--- config.mk ---
export PLATFORM = sky130hd
export DESIGN_NAME = uart_receiver
export DESIGN_NICKNAME = d
export VERILOG_FILES = /design/src/rtl/uart_receiver.sv
export SDC_FILE = /design/constraint.sdc
export NUM_CORES = 1
export LEC_CHECK = 0
export CAP_MARGIN = 10
export CORE_ASPECT_RATIO = 1.75
export CORE_MARGIN = 2
export CORE_UTILIZATION = 50
export DETAILED_ROUTE_END_ITERATION = 10
export PLACE_DENSITY = 0.77
export SYNTH_ARGS = -nofsm -noshare
export SYNTH_HDL_FRONTEND = slang
export SYNTH_SLANG_ARGS = --single-unit
export TNS_END_PERCENT = 20
--- constraint.sdc ---
create_clock -name clk -period 2.4 [get_ports clk]
set_input_delay 0.36 -clock clk [delete_from_list [all_inputs] [get_ports clk]]
set_output_delay 0.36 -clock clk [all_outputs]
set_load 0.02 [all_outputs]
--- src/rtl/uart_receiver.sv ---
// ---------------------------------------------------------------------------
// uart_receiver
//   8N1 serial receiver (LSB first, idle high) with mid-bit sampling from a
//   single bit timer. Each good byte is held in data_out with a
//   ready/acknowledge handshake. Bad stop bits and lost bytes raise sticky
//   error flags.
//
// Parameters
//   CLKS_PER_BIT : clk cycles per serial bit (4..65535)
//   CNT_W        : bit-timer width, 2**CNT_W > CLKS_PER_BIT
//
// Ports
//   clk        in   system clock, rising edge
//   rst_n      in   asynchronous active-low reset
//   RxD        in   serial line, asynchronous to clk, idle high
//   rd_ack     in   consumer acknowledge, clears data_ready
//   data_out   out  last correctly received byte
//   data_ready out  data_out holds an unacknowledged byte
//   frame_err  out  sticky, bad stop bit seen
//   overrun    out  sticky, a byte was overwritten before being acknowledged
//   busy       out  a frame is in progress (state != IDLE)
// ---------------------------------------------------------------------------
module uart_receiver #(
    parameter int CLKS_PER_BIT = 10417,
    parameter int CNT_W        = 16
) (
    input  logic       clk,
    input  logic       rst_n,
    input  logic       RxD,
    input  logic       rd_ack,
    output logic [7:0] data_out,
    output logic       data_ready,
    output logic       frame_err,
    output logic       overrun,
    output logic       busy
);

    localparam logic [CNT_W-1:0] HALF_CNT = CNT_W'((CLKS_PER_BIT - 1) / 2);
    localparam logic [CNT_W-1:0] FULL_CNT = CNT_W'(CLKS_PER_BIT - 1);

    typedef enum logic [1:0] {
        IDLE  = 2'd0,
        START = 2'd1,
        DATA  = 2'd2,
        STOP  = 2'd3
    } state_t;

    state_t           state, state_nxt;
    logic [CNT_W-1:0] timer, timer_nxt;
    logic [2:0]       bit_idx, bit_idx_nxt;
    logic [7:0]       shift, shift_nxt;
    logic             armed, armed_nxt;
    logic             rx_meta, rx_s;
    logic             byte_done, frame_bad;

    // Two-flop synchronizer; reset to the idle (high) line level.
    always_ff @(posedge clk or negedge rst_n) begin
        if (!rst_n) begin
            rx_meta <= 1'b1;
            rx_s    <= 1'b1;
        end else begin
            rx_meta <= RxD;
            rx_s    <= rx_meta;
        end
    end

    always_ff @(posedge clk or negedge rst_n) begin
        if (!rst_n) begin
            state   <= IDLE;
            timer   <= '0;
            bit_idx <= '0;
            shift   <= '0;
            armed   <= 1'b1;
        end else begin
            state   <= state_nxt;
            timer   <= timer_nxt;
            bit_idx <= bit_idx_nxt;
            shift   <= shift_nxt;
            armed   <= armed_nxt;
        end
    end

    always_comb begin
        state_nxt   = state;
        timer_nxt   = timer;
        bit_idx_nxt = bit_idx;
        shift_nxt   = shift;
        armed_nxt   = armed;
        byte_done   = 1'b0;
        frame_bad   = 1'b0;
        case (state)
            IDLE: begin
                timer_nxt = '0;
                // After a low stop bit the line may still be in a break;
                // wait for it to go high before accepting a new start edge.
                if (!armed) begin
                    if (rx_s) armed_nxt = 1'b1;
                end else if (!rx_s) begin
                    state_nxt = START;
                end
            end
            START: begin
                if (timer == HALF_CNT) begin
                    timer_nxt = '0;
                    if (!rx_s) begin
                        bit_idx_nxt = '0;
                        state_nxt   = DATA;
                    end else begin
                        state_nxt = IDLE;   // too short to be a start bit
                    end
                end else begin
                    timer_nxt = timer + CNT_W'(1);
                end
            end
            DATA: begin
                if (timer == FULL_CNT) begin
                    timer_nxt          = '0;
                    shift_nxt[bit_idx] = rx_s;
                    if (bit_idx == 3'd7) state_nxt = STOP;
                    else                 bit_idx_nxt = bit_idx + 3'd1;
                end else begin
                    timer_nxt = timer + CNT_W'(1);
                end
            end
            STOP: begin
                if (timer == FULL_CNT) begin
                    // Leaving on the stop midpoint lets a back-to-back start
                    // edge be caught right after the stop bit.
                    timer_nxt = '0;
                    state_nxt = IDLE;
                    if (rx_s) begin
                        byte_done = 1'b1;
                    end else begin
                        frame_bad = 1'b1;
                        armed_nxt = 1'b0;
                    end
                end else begin
                    timer_nxt = timer + CNT_W'(1);
                end
            end
            default: state_nxt = IDLE;
        endcase
    end

    // Holding register and handshake. A byte landing on the same edge as
    // rd_ack counts as consuming the old byte, so no overrun.
    always_ff @(posedge clk or negedge rst_n) begin
        if (!rst_n) begin
            data_out   <= 8'h00;
            data_ready <= 1'b0;
            frame_err  <= 1'b0;
            overrun    <= 1'b0;
        end else begin
            if (byte_done) begin
                data_out   <= shift;
                data_ready <= 1'b1;
                if (data_ready && !rd_ack) overrun <= 1'b1;
            end else if (rd_ack) begin
                data_ready <= 1'b0;
            end
            if (frame_bad) frame_err <= 1'b1;
        end
    end

    assign busy = (state != IDLE);

endmodule

==> impl_metrics.yaml, run 1 <==
status:
  outcome: "finished clean"
route:
  wire_per_inst_um: 13.93
  viasPerCell: 5.466
  vias: 1372
  ant_nets: 0
  drt_iter0_markers: 19
  firstDrtPassIters: 4
  drc: 0
  wl_um: 3497
clock_tree:
  post_cts_buffers: 0
  cts_buffer_depth: 2
  cts_htree_levels: 2
  tritoncts.num_buffers: 5
  cts_tree: "yes"
  cts_root_buf: "clkbuf_8"
  numClockSinks: 43
  cts_resized: 0
  clk_pin_slew_ns: 0.08
  worstSkewPairLatency_ns: 0.29
  ctsHoldBuffers: 0
timing:
  post-route-min-period_ns: 2.059
  setup_violations: 0
  maxSlewViolCount: 0
  rsz0062_at_grt: "no"
  skew_ns: 0.001826
  relSlewSlack: 0.3913
  max_clock_freq_mhz: 485.8
  finalHoldViolCount: 0
  fin_crit_sh: 0.8578
  tightestPinTransition_ns: 0.9130
  final.setup.tns_ns: 0
setup_path:
  r2r_slack_ns: 0.37
  required_ns: 2.04
  path_delay_family: "flip-flops"
  worst-path-max-fanout: 13
  cpPeakStageDelay_ns: 0.53
  slowest_stage: "dfrtp_1"
  path_class: "reg2out"
  critPathArrivalTime_ns: 1.70
  cp_num_buf_inv: 1
  crit_chain: "or2_2 -> clkdlybuf4s50_1"
  reg2reg_to: "bit_idx[0]$_DFFE_PN0P_"
  end_kind: "primary output"
  r2r_start: "timer[0]$_DFF_PN0_"
  start_kind: "flop"
  reg2reg_depth: 7
cells_and_area:
  fillers: 364
  layout_commonest_cell: "dfrtp_1"
  syn_to_final_growth_pct: 15.04
  layout-drive-gt1-share: 0.2030
  antenna_cells: 0
  nets: 209
  utilization: 0.5899
  layout_common_cells: "dfrtp_1 (40), nor2_1 (22), clkdlybuf4s50_1 (14)"
logic_synthesis:
  ys_seq_area_frac: 0.5171
  ys_types: 39
  synth_top_area_frac: 0.4793
  synth_cells: 182
  synth.largest_area_cell: "dfrtp_1"
  ys_ff_latch: 43
  syn_avg_cell_area_um2: 11.47
  synth_area_leaders: "dfrtp_1 (48%), mux2_2 (6.5%), xnor2_1 (4.2%), nor2_1 (4.0%), dfstp_2 (3.8%)"
  synth_warnings: 0
  synth_area_um2: 2088
  synth_nets: 190
floorplan:
  dieArea_um2: 4730
  die_width_um: 52.85
  io_pins: 16
  die_y_um: 89.49
  start_util: 0.5127
  core_area_um2: 4073
  rows: 31
global_routing:
  grt_pass1_vias: 1366
  grt_use_total: 0.1787
  gr-total-overflow: 0
  grt_pass1_wl_um: 6085
  antenna_found_initial: 0
  grt_max_degree: 44
placement:
  dp_hpwl_um: 2522
  port_buffers: 15
  place_congestion: 0.8012
min_path:
  worstHoldPathType: "in2async"
power:
  p_leak_nw: 1.055
  design_power_total_mw: 1.590
  ir_drop_mv: 0.4574
  power.density_nw_per_um2: 661.8
job:
  cap_violations: 0
-- cells in the mapped netlist, drive strengths merged --
cell type / instances
inv: 10
buf: 3
nor2: 23
and4b: 2
o41ai: 1
a21oi: 4
and4: 2
a22oi: 2
xor2: 2
or4: 1
dfstp: 3
nand2b: 2
nor3: 5
ha: 4
mux2: 18
xnor2: 10
nor3b: 2
o32ai: 1
nor2b: 2
a21o: 2
mux2i: 2
nor4b: 5
or3: 2
dfrtp: 40
or2: 2
nand3: 7
a31o: 1
nand4: 6
o21ai: 4
nor4: 4
clkbuf: 3
nand2: 7
-- cells by family after synthesis --
| logic type | Yosys count | synth area share |
|---|---|---|
| compound gates | 15 | 0.05632 |
| buf+inv | 16 | 0.03355 |
| simple gates | 72 | 0.2121 |
| fa+ha+maj | 4 | 0.02397 |
| flops | 43 | 0.5171 |
| xor+xnor | 12 | 0.05033 |
| mux | 20 | 0.1066 |
-- registers in the layout, indices dropped and copies added, names as in the netlist, named ones only --
register / cells
rx_s: 1
data_ready: 1
shift: 8
armed: 1
bit_idx: 3
frame_err: 1
rx_meta: 1
overrun: 1
timer: 16
state: 1
data_out: 8
-- metrics by stage --
stage / instances / setup WS, ns / hold slack [ns] / instance area (µm²)
after floorplan: 182 / 0.4722 / 0.06441 / 2088
after global placement: 243 / 0.4388 / 0.3460 / 2285
after detailed placement: 243 / 0.3288 / 0.3478 / 2285
after CTS: 251 / 0.3333 / 0.2354 / 2402
after global routing: 251 / 0.1962 / 0.2682 / 2402
final: 251 / 0.3414 / 0.1964 / 2402
-- worst max-delay path by stage --
stage          slack, ns                from                      end  cells after the start
6_report            0.34                flop                     busy                      2
5_1_grt             0.20  timer[0]$_DFF_PN0_  data_out[3]$_DFFE_PN0P_                      7
4_1_cts             0.33                flop                     busy                      2
3_5_place_dp        0.33  timer[0]$_DFF_PN0_  data_out[3]$_DFFE_PN0P_                      7
3_3_place_gp        0.44  timer[0]$_DFF_PN0_  data_out[5]$_DFFE_PN0P_                      7
2_1_floorplan       0.47  timer[0]$_DFF_PN0_     shift[2]$_DFFE_PN0P_                      7
-- cell type report --
class / instances / area [µm²] / share of cell area
flip-flops and latches: 43 / 1080 / 0.4495
multi-input cells: 123 / 938.4 / 0.3906
repair buffers: 18 / 167.7 / 0.06979
clock buffers: 6 / 82.58 / 0.03438
well taps: 49 / 61.31 / 0.02552
inverters: 10 / 37.54 / 0.01563
clock inverters: 2 / 35.03 / 0.01458
-- per-layer routing --
layer	vias up	global-route usage	share of wire
li1	673	-	-
met5	-	0	0
met2	22	0.3159	0.54
met3	6	0.03010	0.022
met1	671	0.1969	0.41
met4	0	0.1002	0.024
-- where the power goes --
part	switching (mW)	internal [mW]	total, mW
logic	0.126	0.0989	0.225
clock network	0.237	0.336	0.573
registers	0.0392	0.753	0.792
Power figures use the tool's default switching activity.
==> run 2, diff against run 1 <==
CAP_MARGIN = 20   (was 10)
TNS_END_PERCENT = 1   (was 20)
==> results of run 2 <==
No change in the layout: final DEF, timing and power equal those of run 1.
